`src/rtl/factor_pkg.sv`:
```
// factor_pkg: types and constants shared by the answer judge and the game
// controller. It holds the judge FSM state encoding, the JUDG result codes
// seen on JUDG_OUT / JUDG_IN, and the hit-point counter width.
package factor_pkg;

    localparam int HP_W = 2;

    typedef enum logic [2:0] {
        IDLE,
        GET_P,
        GET_Q,
        CHECK,
        SHOW,
        OVER
    } state_t;

    typedef enum logic [1:0] {
        JUDG_NONE = 2'b00,
        JUDG_OK   = 2'b01,
        JUDG_NG   = 2'b10,
        JUDG_OVER = 2'b11
    } judg_t;

endpackage

```
`src/rtl/factor_check.sv`:
```
// factor_check: combinational factorisation check.
// It tests whether (x+p)(x+q) expands to x^2 + b*x + c.
//   p, q  in  P_W      signed factor constants
//   b     in  P_W+1    signed linear coefficient
//   c     in  2*P_W    signed constant coefficient
//   match out 1        (p+q == b) && (p*q == c)
// The sum and the product are formed at full width, so neither can wrap.
module factor_check #(
    parameter int P_W = 5
) (
    input  logic signed [P_W-1:0]   p,
    input  logic signed [P_W-1:0]   q,
    input  logic signed [P_W:0]     b,
    input  logic signed [2*P_W-1:0] c,
    output logic                    match
);

    logic signed [P_W:0]     sum;
    logic signed [2*P_W-1:0] prod;
    logic signed [2*P_W-1:0] p_ext;
    logic signed [2*P_W-1:0] q_ext;

    always_comb begin
        p_ext = {{P_W{p[P_W-1]}}, p};
        q_ext = {{P_W{q[P_W-1]}}, q};
        sum   = {p[P_W-1], p} + {q[P_W-1], q};
        prod  = p_ext * q_ext;
        match = (sum == b) && (prod == c);
    end

endmodule

```
`src/rtl/factor_judge.sv`:
```
// factor_judge: answer-judging stage in front of the game controller.
// It latches a question, collects the factors p then q, judges the answer
// once, and tracks the player's hit points.
//   CLK, RST            clock and synchronous active-low reset
//   QUE_VALID/B/C       new question strobe and its coefficients
//   ANS_IN, ENTER, CLR  entry value, commit strobe, discard-last strobe
//   JUDG_OUT            00 none, 01 correct, 10 wrong, 11 game over
//   WRONG_OUT           one-cycle pulse for each wrong or timed-out answer
//   HP_OUT              remaining hit points
//   BUSY                high while a question is open (GET_P, GET_Q, CHECK)
module factor_judge
    import factor_pkg::*;
#(
    parameter int P_W        = 5,
    parameter int TIME_LIMIT = 1024,
    parameter int HP_INIT    = 3
) (
    input  logic              CLK,
    input  logic              RST,
    input  logic              QUE_VALID,
    input  logic [P_W:0]      QUE_B,
    input  logic [2*P_W-1:0]  QUE_C,
    input  logic [P_W-1:0]    ANS_IN,
    input  logic              ENTER,
    input  logic              CLR,
    output logic [1:0]        JUDG_OUT,
    output logic              WRONG_OUT,
    output logic [HP_W-1:0]   HP_OUT,
    output logic              BUSY
);

    // One spare bit lets an ENTER of p in the expiry cycle carry the timer
    // to TIME_LIMIT without wrapping, so GET_Q then expires immediately.
    localparam int            TW     = $clog2(TIME_LIMIT) + 1;
    localparam logic [TW-1:0] T_LAST = TW'(TIME_LIMIT - 1);

    state_t             state, state_nxt;
    logic [TW-1:0]      timer;
    logic [P_W-1:0]     p, q;
    logic [P_W:0]       b;
    logic [2*P_W-1:0]   c;
    logic               forced_ng;
    logic [HP_W-1:0]    hp;
    logic [HP_W-1:0]    hp_dec;
    judg_t              judg;
    logic               wrong;
    logic               busy;
    logic               match;
    logic               expired;
    logic               answer_ok;
    logic               latch_que, latch_p, latch_q, drop_p, expire, judge;

    factor_check #(.P_W(P_W)) u_check (
        .p     (p),
        .q     (q),
        .b     (b),
        .c     (c),
        .match (match)
    );

    always_ff @(posedge CLK) begin
        if (!RST) state <= IDLE;
        else      state <= state_nxt;
    end

    always_comb begin
        state_nxt = state;
        latch_que = 1'b0;
        latch_p   = 1'b0;
        latch_q   = 1'b0;
        drop_p    = 1'b0;
        expire    = 1'b0;
        judge     = 1'b0;
        expired   = (timer >= T_LAST);
        answer_ok = match && !forced_ng;
        hp_dec    = (hp != '0) ? hp - 1'b1 : hp;
        case (state)
            IDLE, SHOW: if (QUE_VALID) begin
                latch_que = 1'b1;
                state_nxt = GET_P;
            end
            GET_P: begin
                if (ENTER) begin
                    latch_p   = 1'b1;
                    state_nxt = GET_Q;
                end else if (expired) begin
                    expire    = 1'b1;
                    state_nxt = CHECK;
                end
            end
            GET_Q: begin
                // ENTER beats both expiry and CLR in the same cycle.
                if (ENTER) begin
                    latch_q   = 1'b1;
                    state_nxt = CHECK;
                end else if (expired) begin
                    expire    = 1'b1;
                    state_nxt = CHECK;
                end else if (CLR) begin
                    drop_p    = 1'b1;
                    state_nxt = GET_P;
                end
            end
            CHECK: begin
                judge = 1'b1;
                if (answer_ok || hp_dec != '0) state_nxt = SHOW;
                else                           state_nxt = OVER;
            end
            OVER:    state_nxt = OVER;
            default: state_nxt = IDLE;
        endcase
    end

    always_ff @(posedge CLK) begin
        if (!RST) begin
            timer     <= '0;
            p         <= '0;
            q         <= '0;
            b         <= '0;
            c         <= '0;
            forced_ng <= 1'b0;
            hp        <= HP_W'(HP_INIT);
            judg      <= JUDG_NONE;
            wrong     <= 1'b0;
            busy      <= 1'b0;
        end else begin
            wrong <= 1'b0;
            busy  <= (state_nxt == GET_P) || (state_nxt == GET_Q) ||
                     (state_nxt == CHECK);
            if (latch_que) begin
                b         <= QUE_B;
                c         <= QUE_C;
                timer     <= '0;
                forced_ng <= 1'b0;
                judg      <= JUDG_NONE;
            end
            // The timer keeps running across a CLR.
            if (state == GET_P || state == GET_Q) timer <= timer + 1'b1;
            if (latch_p) p <= ANS_IN;
            if (latch_q) q <= ANS_IN;
            if (drop_p)  p <= '0;
            if (expire)  forced_ng <= 1'b1;
            if (judge) begin
                if (answer_ok) begin
                    judg <= JUDG_OK;
                end else begin
                    wrong <= 1'b1;
                    hp    <= hp_dec;
                    judg  <= (hp_dec == '0) ? JUDG_OVER : JUDG_NG;
                end
            end
        end
    end

    assign JUDG_OUT  = judg;
    assign WRONG_OUT = wrong;
    assign HP_OUT    = hp;
    assign BUSY      = busy;

endmodule

```
`config.mk`:
```
export PLATFORM = sky130hd
export DESIGN_NAME = factor_judge
export DESIGN_NICKNAME = d
export VERILOG_FILES = /design/src/rtl/factor_pkg.sv /design/src/rtl/factor_check.sv /design/src/rtl/factor_judge.sv
export SDC_FILE = /design/constraint.sdc
export NUM_CORES = 1
export LEC_CHECK = 0
export CAP_MARGIN = 20
export CORE_ASPECT_RATIO = 1.2
export CORE_MARGIN = 3
export CORE_UTILIZATION = 54
export CTS_BUF_LIST = sky130_fd_sc_hd__clkbuf_8
export CTS_CLUSTER_SIZE = 28
export DETAILED_ROUTE_END_ITERATION = 6
export PLACE_DENSITY_LB_ADDON = 0.3
export SETUP_SLACK_MARGIN = 0.2
export SYNTH_ARGS = -nofsm -noshare
export SYNTH_HDL_FRONTEND = slang
export SYNTH_HIERARCHICAL = 1
export SYNTH_SLANG_ARGS = --single-unit
```
`constraint.sdc`:
```
create_clock -name CLK -period 4.2 [get_ports CLK]
set_input_delay 0.84 -clock CLK [delete_from_list [all_inputs] [get_ports CLK]]
set_output_delay 0.84 -clock CLK [all_outputs]
set_load 0.005 [all_outputs]
```
# ---- Yosys cells after proc, flatten, opt, wreduce, memory -nomap -nowiden
# Index checks and enable logic that the tools add are counted.
dict set report word_totals {
  ff_bits 47
  wordCells 78
  output_inout_bits 6
  in_bits 26
}
dict set report classes {
  n_mux 31
  magnitude_cmp 1
  addsub 3
  n_eq_ne 10
  mul 1
  reduce_logical 19
  n_bitwise 2
}
# op n
set ops {}
lappend ops {{11-bit two-way mux} 2}
lappend ops {{1-bit two-way mux} 18}
lappend ops {{3-bit two-way mux} 6}
lappend ops {{3-bit case mux with 5 select lines} 1}
lappend ops {{3-bit by 2-bit == test with 1-bit output (second input constant)} 4}
lappend ops {{11-bit by 1-bit adder with 11-bit output (second input constant)} 1}
lappend ops {{11-bit by 10-bit greater-or-equal comparator with 1-bit output (second input constant)} 1}
lappend ops {{10-bit == test} 1}
lappend ops {{5-bit by 5-bit multiplier with 10-bit output} 1}
lappend ops {{2-bit nonzero test} 5}
lappend ops {{2-bit two-way mux} 4}
lappend ops {{5-bit by 5-bit adder with 6-bit output} 1}
lappend ops {{3-bit by 1-bit == test with 1-bit output (second input constant)} 2}
lappend ops {{3-bit == test (second input constant)} 2}
lappend ops {{6-bit == test} 1}
lappend ops {{2-bit OR reduction} 3}
lappend ops {{1-bit logical OR} 4}
lappend ops {{2-bit AND reduction} 2}
lappend ops {{3-bit zero test} 1}
lappend ops {{1-bit logical AND} 2}
lappend ops {{2-bit zero test} 1}
lappend ops {{1-bit inverter} 2}
lappend ops {{2-bit by 1-bit subtractor with 2-bit output (second input constant)} 1}
lappend ops {{1-bit zero test} 1}

# ---- Depth between registers and ports, before layout
# Gate-level depths: netlist (run 1).
dict set report logic_depth {
  depth_word 10
  depth_mapped 18
  ltp_nobuf 18
}

# ---- By module
# Netlist (run 1), hierarchy kept.
# module n_inst seq_area_each_um2 cells_per_inst area_per_inst_um2
set modules_own_cells {}
lappend modules_own_cells {factor_judge 1 940.9 229 1951.9}
lappend modules_own_cells {factor_check 1 0.0 148 1282.5}

# ---- Worst setup path before layout (run 1)
# Ideal clock, no wire load.
dict set report synth_timing {
  path_kind {register -> register}
  startpoint {register p[2]}
  endpoint {register busy, in the netlist BUSY}
  setup_ns 0.135
  arrival_time_ns 4.227
  n_path_buf 0
  path_slack_ns -0.162
  period_less_slack_ns 4.362
  t_required_ns 4.065
  stages_incl_launch_ff 18
  path_cell_list {dfxtp_1 -> ha_1 -> fa_1 -> inv_1 -> fa_1 -> inv_1 -> fa_1 -> inv_1 -> fa_1 -> xnor2_1 -> xnor2_1 -> o211ai_1 -> a211oi_1 -> o211ai_1 -> nor4_2 -> a21o_1 -> o22a_1 -> a211oi_2}
}
dict set report synth_between {
  elab_chain_len 10
  elab_cells_between_ends 14
  cone_classes {add/sub (1); mul (1); eq/ne (5); mux (2); reduce/logical (5)}
}
# element line
set synth_rtl {}
lappend synth_rtl {{start: declaration} factor_judge.sv:39} ;# logic [P_W-1:0] p, q;
lappend synth_rtl {{start signal: assignment} factor_judge.sv:117} ;# p <= '0;
lappend synth_rtl {{start signal: assignment} factor_judge.sv:139} ;# if (latch_p) p <= ANS_IN;
lappend synth_rtl {{start signal: assignment} factor_judge.sv:141} ;# if (drop_p) p <= '0;
lappend synth_rtl {{5-bit by 5-bit multiplier with 10-bit output / 5-bit by 5-bit adder with 6-bit output (equally long branches)} {factor_check.sv:27, factor_check.sv:26}}
lappend synth_rtl {{10-bit == test / 6-bit == test (equally long branches)} factor_check.sv:28} ;# match = (sum == b) && (prod == c);
lappend synth_rtl {{1-bit logical AND *} factor_check.sv:28}
lappend synth_rtl {{via match} factor_judge.sv:48} ;# logic match;
lappend synth_rtl {{1-bit logical AND *} factor_judge.sv:75} ;# answer_ok = match && !forced_ng;
lappend synth_rtl {{1-bit logical OR *} factor_judge.sv:106} ;# if (answer_ok || hp_dec != '0) state_nxt = SHOW;
lappend synth_rtl {{1-bit two-way mux *} factor_judge.sv:106}
lappend synth_rtl {{3-bit case mux with 5 select lines *} factor_judge.sv:77} ;# case (state)
lappend synth_rtl {{3-bit by 1-bit == test with 1-bit output / 3-bit by 2-bit == test with 1-bit output (equally long branches)} factor_judge.sv:128} ;# busy <= (state_nxt == GET_P) || (state_nxt == GET_Q) ||
lappend synth_rtl {{1-bit logical OR} factor_judge.sv:128}
lappend synth_rtl {{1-bit logical OR *} factor_judge.sv:128}
lappend synth_rtl {{end signal: assignment} factor_judge.sv:128}
lappend synth_rtl {{end: declaration} factor_judge.sv:47} ;# logic busy;
# The timed path passes the listed nets; every way through them passes the cells marked *.
# A chain may end at the register's enable or synchronous reset.

# ---- Worst setup path after layout (run 1)
dict set report layout_timing {
  startpoint {register p[1]}
  endpoint {register state[0]}
}
dict set report layout_between {
  elab_chain_len 7
  elab_cells_between_ends 9
  cone_classes {add/sub (1); mul (1); eq/ne (2); mux (2); reduce/logical (3)}
}
# element line
set layout_rtl {}
lappend layout_rtl {{5-bit by 5-bit multiplier with 10-bit output / 5-bit by 5-bit adder with 6-bit output (equally long branches)} {factor_check.sv:27, factor_check.sv:26}}
lappend layout_rtl {{10-bit == test / 6-bit == test (equally long branches)} factor_check.sv:28}
lappend layout_rtl {{1-bit logical AND *} factor_check.sv:28}
lappend layout_rtl {{via match} factor_judge.sv:48}
lappend layout_rtl {{1-bit logical AND *} factor_judge.sv:75}
lappend layout_rtl {{1-bit logical OR *} factor_judge.sv:106}
lappend layout_rtl {{1-bit two-way mux *} factor_judge.sv:106}
lappend layout_rtl {{3-bit case mux with 5 select lines *} factor_judge.sv:77}
lappend layout_rtl {{end signal: assignment} factor_judge.sv:63} ;# else state <= state_nxt;
lappend layout_rtl {{end: declaration} factor_judge.sv:37} ;# state_t state, state_nxt;
# Marked as above.

==> impl_metrics.env, run 1 <==
export IMPL_status="finished with violations"
export IMPL_violations="negative setup slack"
export IMPL_power_frac_comb_pct=17.7
export IMPL_ys_types=51
export IMPL_fin_area_um2=3939
export IMPL_die_y_um=90.78
export IMPL_drv_slew=0
export IMPL_cp_data_arrival_time_ps=4490
export IMPL_crit_path_end_kind="register"
export IMPL_fmax_ghz=0.2318
export IMPL_layout_common_cells="54 x nand2_1, 43 x dfxtp_1, 34 x inv_1, 31 x clkdlybuf4s50_1"
export IMPL_dieArea_um2=6958
export IMPL_met3_usage_pct=2.994
export IMPL_finalNetCount=497
export IMPL_critical_path_class="register to register"
export IMPL_crit_fanout=2
export IMPL_crit_chain="and2_4 > fa_1 > inv_1 > fa_1 > inv_1 > fa_1 > buf_4 > buf_4 > ha_1 > a21o_1 > a21oi_2 > xnor2_1 > nor4_2 > o211ai_1 > nor4_2 > a21o_1 > o22a_1 > a221oi_2"
export IMPL_intPower_uw=720.2
export IMPL_post_route_cells_drive_above_1_share_pct=12.53
export IMPL_finalPower_uw=968.8
export IMPL_diodes=0
export IMPL_async_flop_share_pct=0
export IMPL_final_core_util_pct=68.58
export IMPL_syn_cell_area_um2=3234
export IMPL_grt_busiest_layer="met2"
export IMPL_yosys_most_used_dff="dfxtp_1"
export IMPL_vias=2711
export IMPL_power_leakage_nw=1.661
export IMPL_critical_path_slowest_cell="fa_1"
export IMPL_layout_commonest_cell="nand2_1"
export IMPL_core_um2=5743
export IMPL_die_x_um=76.65
export IMPL_cts_buffers=5
export IMPL_p_sw_share_pct=25.66
export IMPL_finalWeightedCongestion=0.8900
export IMPL_cp_endpoint="state[0]"
export IMPL_tightestPinTransition_ps=971.9
export IMPL_routed_wl_um=7114
export IMPL_rows=30
export IMPL_grt_pass1_wl_um=11870
export IMPL_hpwl_um=5668
export IMPL_first_global_vias=2637
export IMPL_worstSkewPairLatency_ps=300
export IMPL_dpl_cell_count=502
export IMPL_track_usage_pct=21.07
export IMPL_cts_htree_levels=2
export IMPL_crit_buf_inv=4
export IMPL_first_pass_iters=4
export IMPL_postPlaceCellArea_um2=3802
export IMPL_grt_ovfl_total=0
export IMPL_cp_required_ps=4380
export IMPL_clock_sinks=47
export IMPL_root_buffer="clkbuf_8"
export IMPL_avgSynthCellArea_um2=8.579
export IMPL_seq_power_share_pct=49.7
export IMPL_start_util_pct=56.32
export IMPL_start_kind="register"
export IMPL_grt_util_met1_pct=24.22
export IMPL_final_seq_area_um2=948.4
export IMPL_multi_input_area_um2=2151
export IMPL_yosys_warnings=6
export IMPL_post_place_ws_ps=-74.08
export IMPL_grt_setup_unrepaired="true"
export IMPL_path_clk_slew_ps=80
export IMPL_peakVddDrop_v=0.0002158
export IMPL_setup_tns_ps=-422.9
export IMPL_ant_nets=0
export IMPL_maxCapViolCount=0
export IMPL_fin_ws_ps=-113.6
export IMPL_grt_use_met2_pct=38.64
export IMPL_portBuffers=31
export IMPL_switching_power_uw=248.6
export IMPL_routedWlPerCell_um=13.92
export IMPL_reg2reg_to="state[0]"
export IMPL_hold_ws_ps=467.9
export IMPL_fin_skew_ps=7.127
export IMPL_nFillCells=467
export IMPL_antenna_found_initial=0
export IMPL_synth_seq_cells=47
export IMPL_min_period_ps=4314
export IMPL_area_growth_syn_to_layout_pct=21.78
export IMPL_synth_seq_area_share_pct=29.09
export IMPL_reg2reg_slack_ps=-110
export IMPL_slowest_delay_ps=520
export IMPL_fin_crit_sh_pct=102.7
export IMPL_drt_iter0_markers=101
export IMPL_grt_max_degree=31
export IMPL_min_path_type="register to register"
export IMPL_slew_headroom_pct=34.36
export IMPL_hold_viol_final=0
export IMPL_setup_viol=7
export IMPL_io_pins=32
export IMPL_drcViolationCount=0
export IMPL_final_cells=511
export IMPL_clockBufferDepth=2
export IMPL_cts_tree="done"
export IMPL_reg2reg_depth=18
export IMPL_synth_edf_count=0
export IMPL_synthesis_instances=377
export IMPL_crit_top_cell="fa_1"
export IMPL_cp_depth=18
export IMPL_cellPowerDensity_nw_per_um2=246.0
export IMPL_crit_family="adder cells"
export IMPL_crit_path_start="p[1]"
export IMPL_viasPerCell=5.305
export IMPL_r2r_start="p[1]"
export IMPL_hold_buffers=0
export IMPL_clockPowerShare_pct=32.6
export IMPL_syn_nets=443
## worst reg2reg max path: cells and delay by family (launching register included)
family                     cells  cell delay [ps]
xor gates and xnor gates       1              130
buffers and inverters          4              370
adders and majority gates      4             1740
AOI/OAI and AO/OA              6              960
and+or+nand+nor                3              690
DFF                            1              320
## cells by family after synthesis
group           count (synthesis)  synth area share (%)
simple gates                  124                 17.99
compound gates                 80                 16.25
buf+inv                        45                 5.416
mux                            12                 3.753
xor+xnor                       29                 7.853
flops                          47                 29.09
fa+ha+maj                      40                 19.65
## power by group through the flow
stage	sequential, mW	clock, mW	combinational (mW)
2_1_floorplan	0.488	0	0.108
3_3_place_gp	0.492	0	0.165
3_5_place_dp	0.492	0	0.168
4_1_cts	0.482	0.323	0.171
5_1_grt	0.485	0.341	0.190
6_report	0.482	0.316	0.171
## registers in the layout (all words and copies together), names as in the netlist
register,count
p,5
b,6
c,10
timer,11
state,3
JUDG_OUT,2
BUSY,1
WRONG_OUT,1
q,5
HP_OUT,2
forced_ng,1
## routing by layer
| metal | vias to the layer above | share of wire [%] |
|---|---|---|
| met1 | 1281 | 43 |
| met2 | 42 | 52 |
| met3 | 13 | 2.6 |
| li1 | 1375 | - |
| met5 | - | 0 |
| met4 | 0 | 2.3 |
## repair_timing
action,in CTS,in global routing
cloned,0,0
resized for setup,3,1
buffers inserted,1,1
endpoints found under the setup margin,7,7
pin swaps,3,1
## how the worst min path moves through the flow
stage,from,end,slack [ps],depth (start not counted)
floorplan,timer[9],timer[9],440,1
global placement,b[4],b[4],460,2
CTS,b[4],b[4],470,2
global route,c[9],c[9],500,2
detailed placement,b[4],b[4],460,2
finish,b[4],b[4],470,2
## area by class of cell
type                       instances  share of cell area [%]
inverter                          35                   3.335
timing repair buffer              57                   12.83
clock buffer                       5                   1.747
clock inverter                     2                  0.8577
tap                               80                   2.541
multi-input combinational        285                   54.61
sequential                        47                   24.08
## Yosys cell counts (2+ instances only)
master     n  share of area (%)
inv_1     34                3.9
nor4_1     2               0.39
and2_1    12                2.3
clkbuf_1   5               0.58
o21ai_0   20                3.1
nand4_1    2               0.39
a21oi_1   30                4.6
buf_2      2               0.31
fa_1      18                 11
a221oi_2   2               0.93
nand2b_1   5               0.97
xnor2_1   20                5.4
mux2i_1   11                3.4
dfxtp_1   47                 29
a211oi_1   2               0.46
nor2_1    30                3.5
a21o_1     7                1.6
nor4_2     2               0.77
o41ai_1    2               0.54
nor3_1     2               0.31
o211ai_1   2               0.46
nand3b_1   2               0.46
buf_1      2               0.23
nand3_1    6               0.93
xor2_1     9                2.4
nand2_1   54                6.3
ha_1      22                8.5
o31ai_1    2               0.46
Note: power is estimated with default switching activity, not from simulation.
==> run 2, diff against run 1 <==
- CORE_MARGIN: 3 -> 2
==> run 2 against run 1 <==
  * The run still ends with negative setup slack left
  * Design area grew 0.54%
  * Register-to-register slack lost 20 ps
  * Non-clock buffer count shrank 1
  * Sequential cell count is the same
  * Global-route usage grew 2.7 points
  * Die area shrank 4.8%
  * Sequential share of layout area shrank 0.098 points
  * Utilization grew 0.82 points
  * Hold slack gained 7.5 ps
  * Largest power group unchanged
==> impl_metrics.env, run 2 (synthesized netlist as in run 1, its figures left out) <==
export IMPL_peakVddDrop_v=0.0001798
export IMPL_viasPerCell=5.386
export IMPL_layout_commonest_cell="nand2_1"
export IMPL_path_clk_slew_ps=90
export IMPL_routedWlPerCell_um=14.01
export IMPL_core_um2=5705
export IMPL_fin_crit_sh_pct=103.1
export IMPL_first_global_vias=2781
export IMPL_cts_tree="done"
export IMPL_start_kind="register"
export IMPL_regMostFlops="timer"
export IMPL_hpwl_um=5566
export IMPL_layout_common_cells="53 x nand2_1, 42 x dfxtp_1, 31 x inv_1, 31 x clkdlybuf4s50_1"
export IMPL_crit_buf_inv=3
export IMPL_antenna_found_initial=0
export IMPL_finalPower_uw=997.4
export IMPL_min_path_cells=2
export IMPL_reg2reg_depth=17
export IMPL_postCtsSetupBuffers=0
export IMPL_crit_family="adder cells"
export IMPL_largest_reg_flops=11
export IMPL_power_leakage_nw=1.672
export IMPL_cp_required_ps=4350
export IMPL_min_period_ps=4332
export IMPL_maxCapViolCount=0
export IMPL_min_path_type="register to register"
export IMPL_routed_wl_um=7161
export IMPL_status="finished with violations"
export IMPL_dpl_cell_count=503
export IMPL_start_util_pct=56.69
export IMPL_drt_iter0_markers=140
export IMPL_grt_ovfl_total=0
export IMPL_fin_ws_ps=-131.7
export IMPL_cts_buffers=5
export IMPL_crit_chain="and2_4 > fa_1 > inv_1 > fa_1 > inv_2 > fa_1 > inv_2 > fa_2 > xnor2_1 > nor4_1 > nand4_1 > a211oi_2 > o211ai_1 > nor4_2 > a21o_1 > o22a_1 > a211oi_2"
export IMPL_diodes=0
export IMPL_clock_sinks=47
export IMPL_crit_top_cell="fa_1"
export IMPL_grt_pass1_wl_um=12180
export IMPL_post_route_cells_drive_above_1_share_pct=14.15
export IMPL_grt_max_degree=32
export IMPL_finalNetCount=496
export IMPL_setup_viol=7
export IMPL_grt_setup_unrepaired="true"
export IMPL_cp_data_arrival_time_ps=4480
export IMPL_track_usage_pct=23.81
export IMPL_final_core_util_pct=69.41
export IMPL_critical_path_class="register to register"
export IMPL_vias=2752
export IMPL_cts_htree_levels=2
export IMPL_crit_path_end_kind="register"
export IMPL_critical_path_slowest_cell="fa_2"
export IMPL_cellPowerDensity_nw_per_um2=251.9
export IMPL_rows=30
export IMPL_fmax_ghz=0.2309
export IMPL_reg_top3="timer (11), c (10), b (6)"
export IMPL_hold_viol_final=0
export IMPL_crit_fanout=2
export IMPL_io_pins=32
export IMPL_area_growth_syn_to_layout_pct=22.44
export IMPL_final_cells=511
export IMPL_finalWeightedCongestion=0.8289
export IMPL_drcViolationCount=0
export IMPL_worstSkewPairLatency_ps=300
export IMPL_clockBufferDepth=2
export IMPL_die_y_um=88.78
export IMPL_postPlaceCellArea_um2=3810
export IMPL_violations="negative setup slack"
export IMPL_tightestPinTransition_ps=1190
export IMPL_cp_depth=17
export IMPL_slowest_delay_ps=570
export IMPL_slew_headroom_pct=19.62
export IMPL_fin_skew_ps=4.854
export IMPL_root_buffer="clkbuf_8"
export IMPL_drv_slew=0
export IMPL_fin_area_um2=3960
export IMPL_first_pass_iters=5
export IMPL_ant_nets=0
export IMPL_portBuffers=31
export IMPL_dieArea_um2=6627
export IMPL_die_x_um=74.65
export IMPL_post_place_ws_ps=-181.0
[run 2: per-stage QoR]
stage	hold WS [ps]	TNS [ps]
after floorplan	438.3	0
after global placement	457.0	-450.6
after detailed placement	465.8	-818.2
after CTS	477.3	-904.5
after global routing	493.8	-1705
final	475.4	-556.4
[run 2: final timing paths]
check,start,to,slack (ps)
worst min register to register,b[2],b[2],480
worst max register to register,q[3],BUSY,-130
worst min-delay path,b[2],b[2],480
worst max-delay path,q[3],BUSY,-130
[run 2: where the power goes]
part	switching (mW)	internal, mW	total, mW
clock	0.151	0.193	0.344
combinational	0.0873	0.0843	0.172
sequential	0.0179	0.464	0.482
[run 2: layout make-up]
| cell class | instances | area [µm²] |
|---|---|---|
| repair buffers | 56 | 498.0 |
| well taps | 80 | 100.1 |
| multi-input cells | 285 | 2163 |
| inverters | 35 | 131.4 |
| clock buffers | 6 | 82.58 |
| flip-flops and latches | 47 | 949.7 |
| fillers | 459 | 1745 |
| clock inverters | 2 | 35.03 |
[run 2: routing by layer]
metal  share of wire [%]  vias up  GRT usage, %
met5                   0        -             0
met4                 1.9        0         7.305
met3                 2.1       11         2.620
met2                  55       37         45.45
met1                  41     1332         27.25
li1                    -     1372             -
[run 2: tightest hold or removal path, delay by kind of cell, from the launching register on]
family | cells | cell delay, ps
simple gates | 1 | 50
compound gates | 1 | 50
flops | 1 | 330
[run 2: what timing repair did]
item | in CTS | in global routing
cloned | 0 | 0
hold buffers | 0 | 0
endpoints found under the setup margin | 7 | 7
pin swaps | 0 | 11
gates resized for setup | 2 | 9
==> run 3, diff against run 2 <==
- MAX_ROUTING_LAYER: unset -> met4
==> run 3 against run 2 <==
  * The run still ends with negative setup slack left
  * Die area unchanged
  * Clock skew up 1.5 ps
  * Utilization unchanged
  * Design area unchanged
  * Register-to-register slack about the same
  * Sequential power about the same
  * Critical endpoint unchanged
  * Highest routed layer unchanged
==> impl_metrics.env, run 3 (synthesized netlist as in run 1, its figures left out) <==
export IMPL_status="finished with violations"
export IMPL_violations="negative setup slack"
export IMPL_diodes=0
export IMPL_path_clk_slew_ps=90
export IMPL_crit_fanout=2
export IMPL_drv_slew=0
export IMPL_nFillCells=459
export IMPL_hpwl_um=5566
export IMPL_die_x_um=74.65
export IMPL_drt_iter0_markers=121
export IMPL_start_util_pct=56.69
export IMPL_power_leakage_nw=1.672
export IMPL_peakVddDrop_v=0.0001791
export IMPL_cts_buffers=5
export IMPL_first_global_vias=2775
export IMPL_finalNetCount=496
export IMPL_fin_ws_ps=-137.7
export IMPL_root_buffer="clkbuf_8"
export IMPL_ant_nets=0
export IMPL_reg2reg_to="BUSY"
export IMPL_reg2reg_slack_ps=-140
export IMPL_fin_area_um2=3960
export IMPL_layout_common_cells="53 x nand2_1, 42 x dfxtp_1, 31 x inv_1, 31 x clkdlybuf4s50_1"
export IMPL_vias=2730
export IMPL_fmax_ghz=0.2305
export IMPL_clockBufferDepth=2
export IMPL_largest_reg_flops=11
export IMPL_critical_path_class="register to register"
export IMPL_slew_headroom_pct=18.98
export IMPL_worstSkewPairLatency_ps=300
export IMPL_core_um2=5705
export IMPL_hold_viol_final=0
export IMPL_min_path_type="register to register"
export IMPL_routedWlPerCell_um=14.08
export IMPL_regMostFlops="timer"
export IMPL_min_delay_start="b[2]"
export IMPL_setup_tns_ps=-592.8
export IMPL_min_period_ps=4338
export IMPL_dieArea_um2=6627
export IMPL_reg2reg_depth=17
export IMPL_post_route_cells_drive_above_1_share_pct=14.15
export IMPL_min_path_cells=2
export IMPL_grt_max_degree=32
export IMPL_start_kind="register"
export IMPL_setup_viol=7
export IMPL_crit_path_end_kind="register"
export IMPL_first_pass_iters=4
export IMPL_portBuffers=31
export IMPL_cp_required_ps=4350
export IMPL_viasPerCell=5.342
export IMPL_postPlaceCellArea_um2=3810
export IMPL_clock_sinks=47
export IMPL_grt_ovfl_total=0
export IMPL_min_to="b[2]"
export IMPL_antenna_found_initial=0
export IMPL_routed_wl_um=7193
export IMPL_tightestPinTransition_ps=1200
export IMPL_fin_crit_sh_pct=103.3
export IMPL_hold_ws_ps=474.9
export IMPL_reg_top3="timer (11), c (10), b (6)"
export IMPL_cellPowerDensity_nw_per_um2=252.2
export IMPL_grt_setup_unrepaired="true"
export IMPL_cp_data_arrival_time_ps=4490
export IMPL_drcViolationCount=0
export IMPL_area_growth_syn_to_layout_pct=22.44
export IMPL_cts_htree_levels=2
export IMPL_cts_tree="done"
export IMPL_layout_commonest_cell="nand2_1"
export IMPL_rows=30
export IMPL_grt_pass1_wl_um=12180
export IMPL_maxCapViolCount=0
export IMPL_r2r_start="q[3]"
export IMPL_track_usage_pct=24.53
export IMPL_die_y_um=88.78
export IMPL_io_pins=32
export IMPL_fin_skew_ps=6.314
export IMPL_finalWeightedCongestion=0.8416
[run 3: cell counts in the layout (fill, tap and decap cells not counted)]
Identical to the previous run, type by type.
[run 3: worst max-delay path by stage]
stage	slack (ps)	endpoint	cells past startpoint	start
floorplan	120	BUSY	17	q[3]
global placement	-130	BUSY	17	q[3]
detailed placement	-180	BUSY	17	q[3]
CTS	-190	BUSY	17	q[3]
global route	-300	BUSY	18	q[1]
finish	-140	BUSY	17	q[3]
[run 3: critical path: stages, from the launching register on]
cell      delay (ps)
dfxtp_2          320
and2_4           150
fa_1             520
inv_1             50
fa_1             490
inv_2             40
fa_1             550
inv_2             50
fa_2             570
xnor2_1           70
nor4_1           180
nand4_1          160
a211oi_2         170
o211ai_1         130
nor4_2           280
a21o_1           190
o22a_1           180
a211oi_2          70
[run 3: area by class of cell]
cell class	count	area [µm²]	share of cell area (%)
multi-input cells	285	2163	54.63
flip-flops and latches	47	949.7	23.98
repair buffers	56	498.0	12.58
inverters	35	131.4	3.318
well taps	80	100.1	2.528
clock buffers	6	82.58	2.085
clock inverters	2	35.03	0.8847
[run 3: power breakdown]
group,internal (mW),switching [mW],total (mW)
clock network,0.193,0.152,0.345
registers,0.464,0.0179,0.482
logic,0.0843,0.0872,0.172
[run 3: through the flow]
stage / power, mW / util, % / setup slack, ps / std cells
3_5_place_dp: 0.6602 / 66.78 / -181.0 / 503
5_1_grt: 1.035 / 69.41 / -301.8 / 511
4_1_cts: 1.000 / 68.93 / -187.1 / 511
2_1_floorplan: 0.5958 / - / 120.5 / 377
6_report: 0.9986 / 69.41 / -137.7 / 511
3_3_place_gp: 0.6559 / 66.78 / -129.0 / 503
[run 3: per-layer routing]
metal | global-route usage [%] | part of all wire (%)
met1 | 27.25 | 42
met2 | 45.45 | 54
met3 | 2.620 | 2.0
met4 | 7.305 | 1.9
met5 | - | 0
[run 3: repair_timing]
item | 4_1_cts | 5_1_grt
pin swaps | 0 | 11
endpoints found under the setup margin | 7 | 7
gates resized for setup | 2 | 9
setup buffers | 0 | 0
hold buffers | 0 | 0
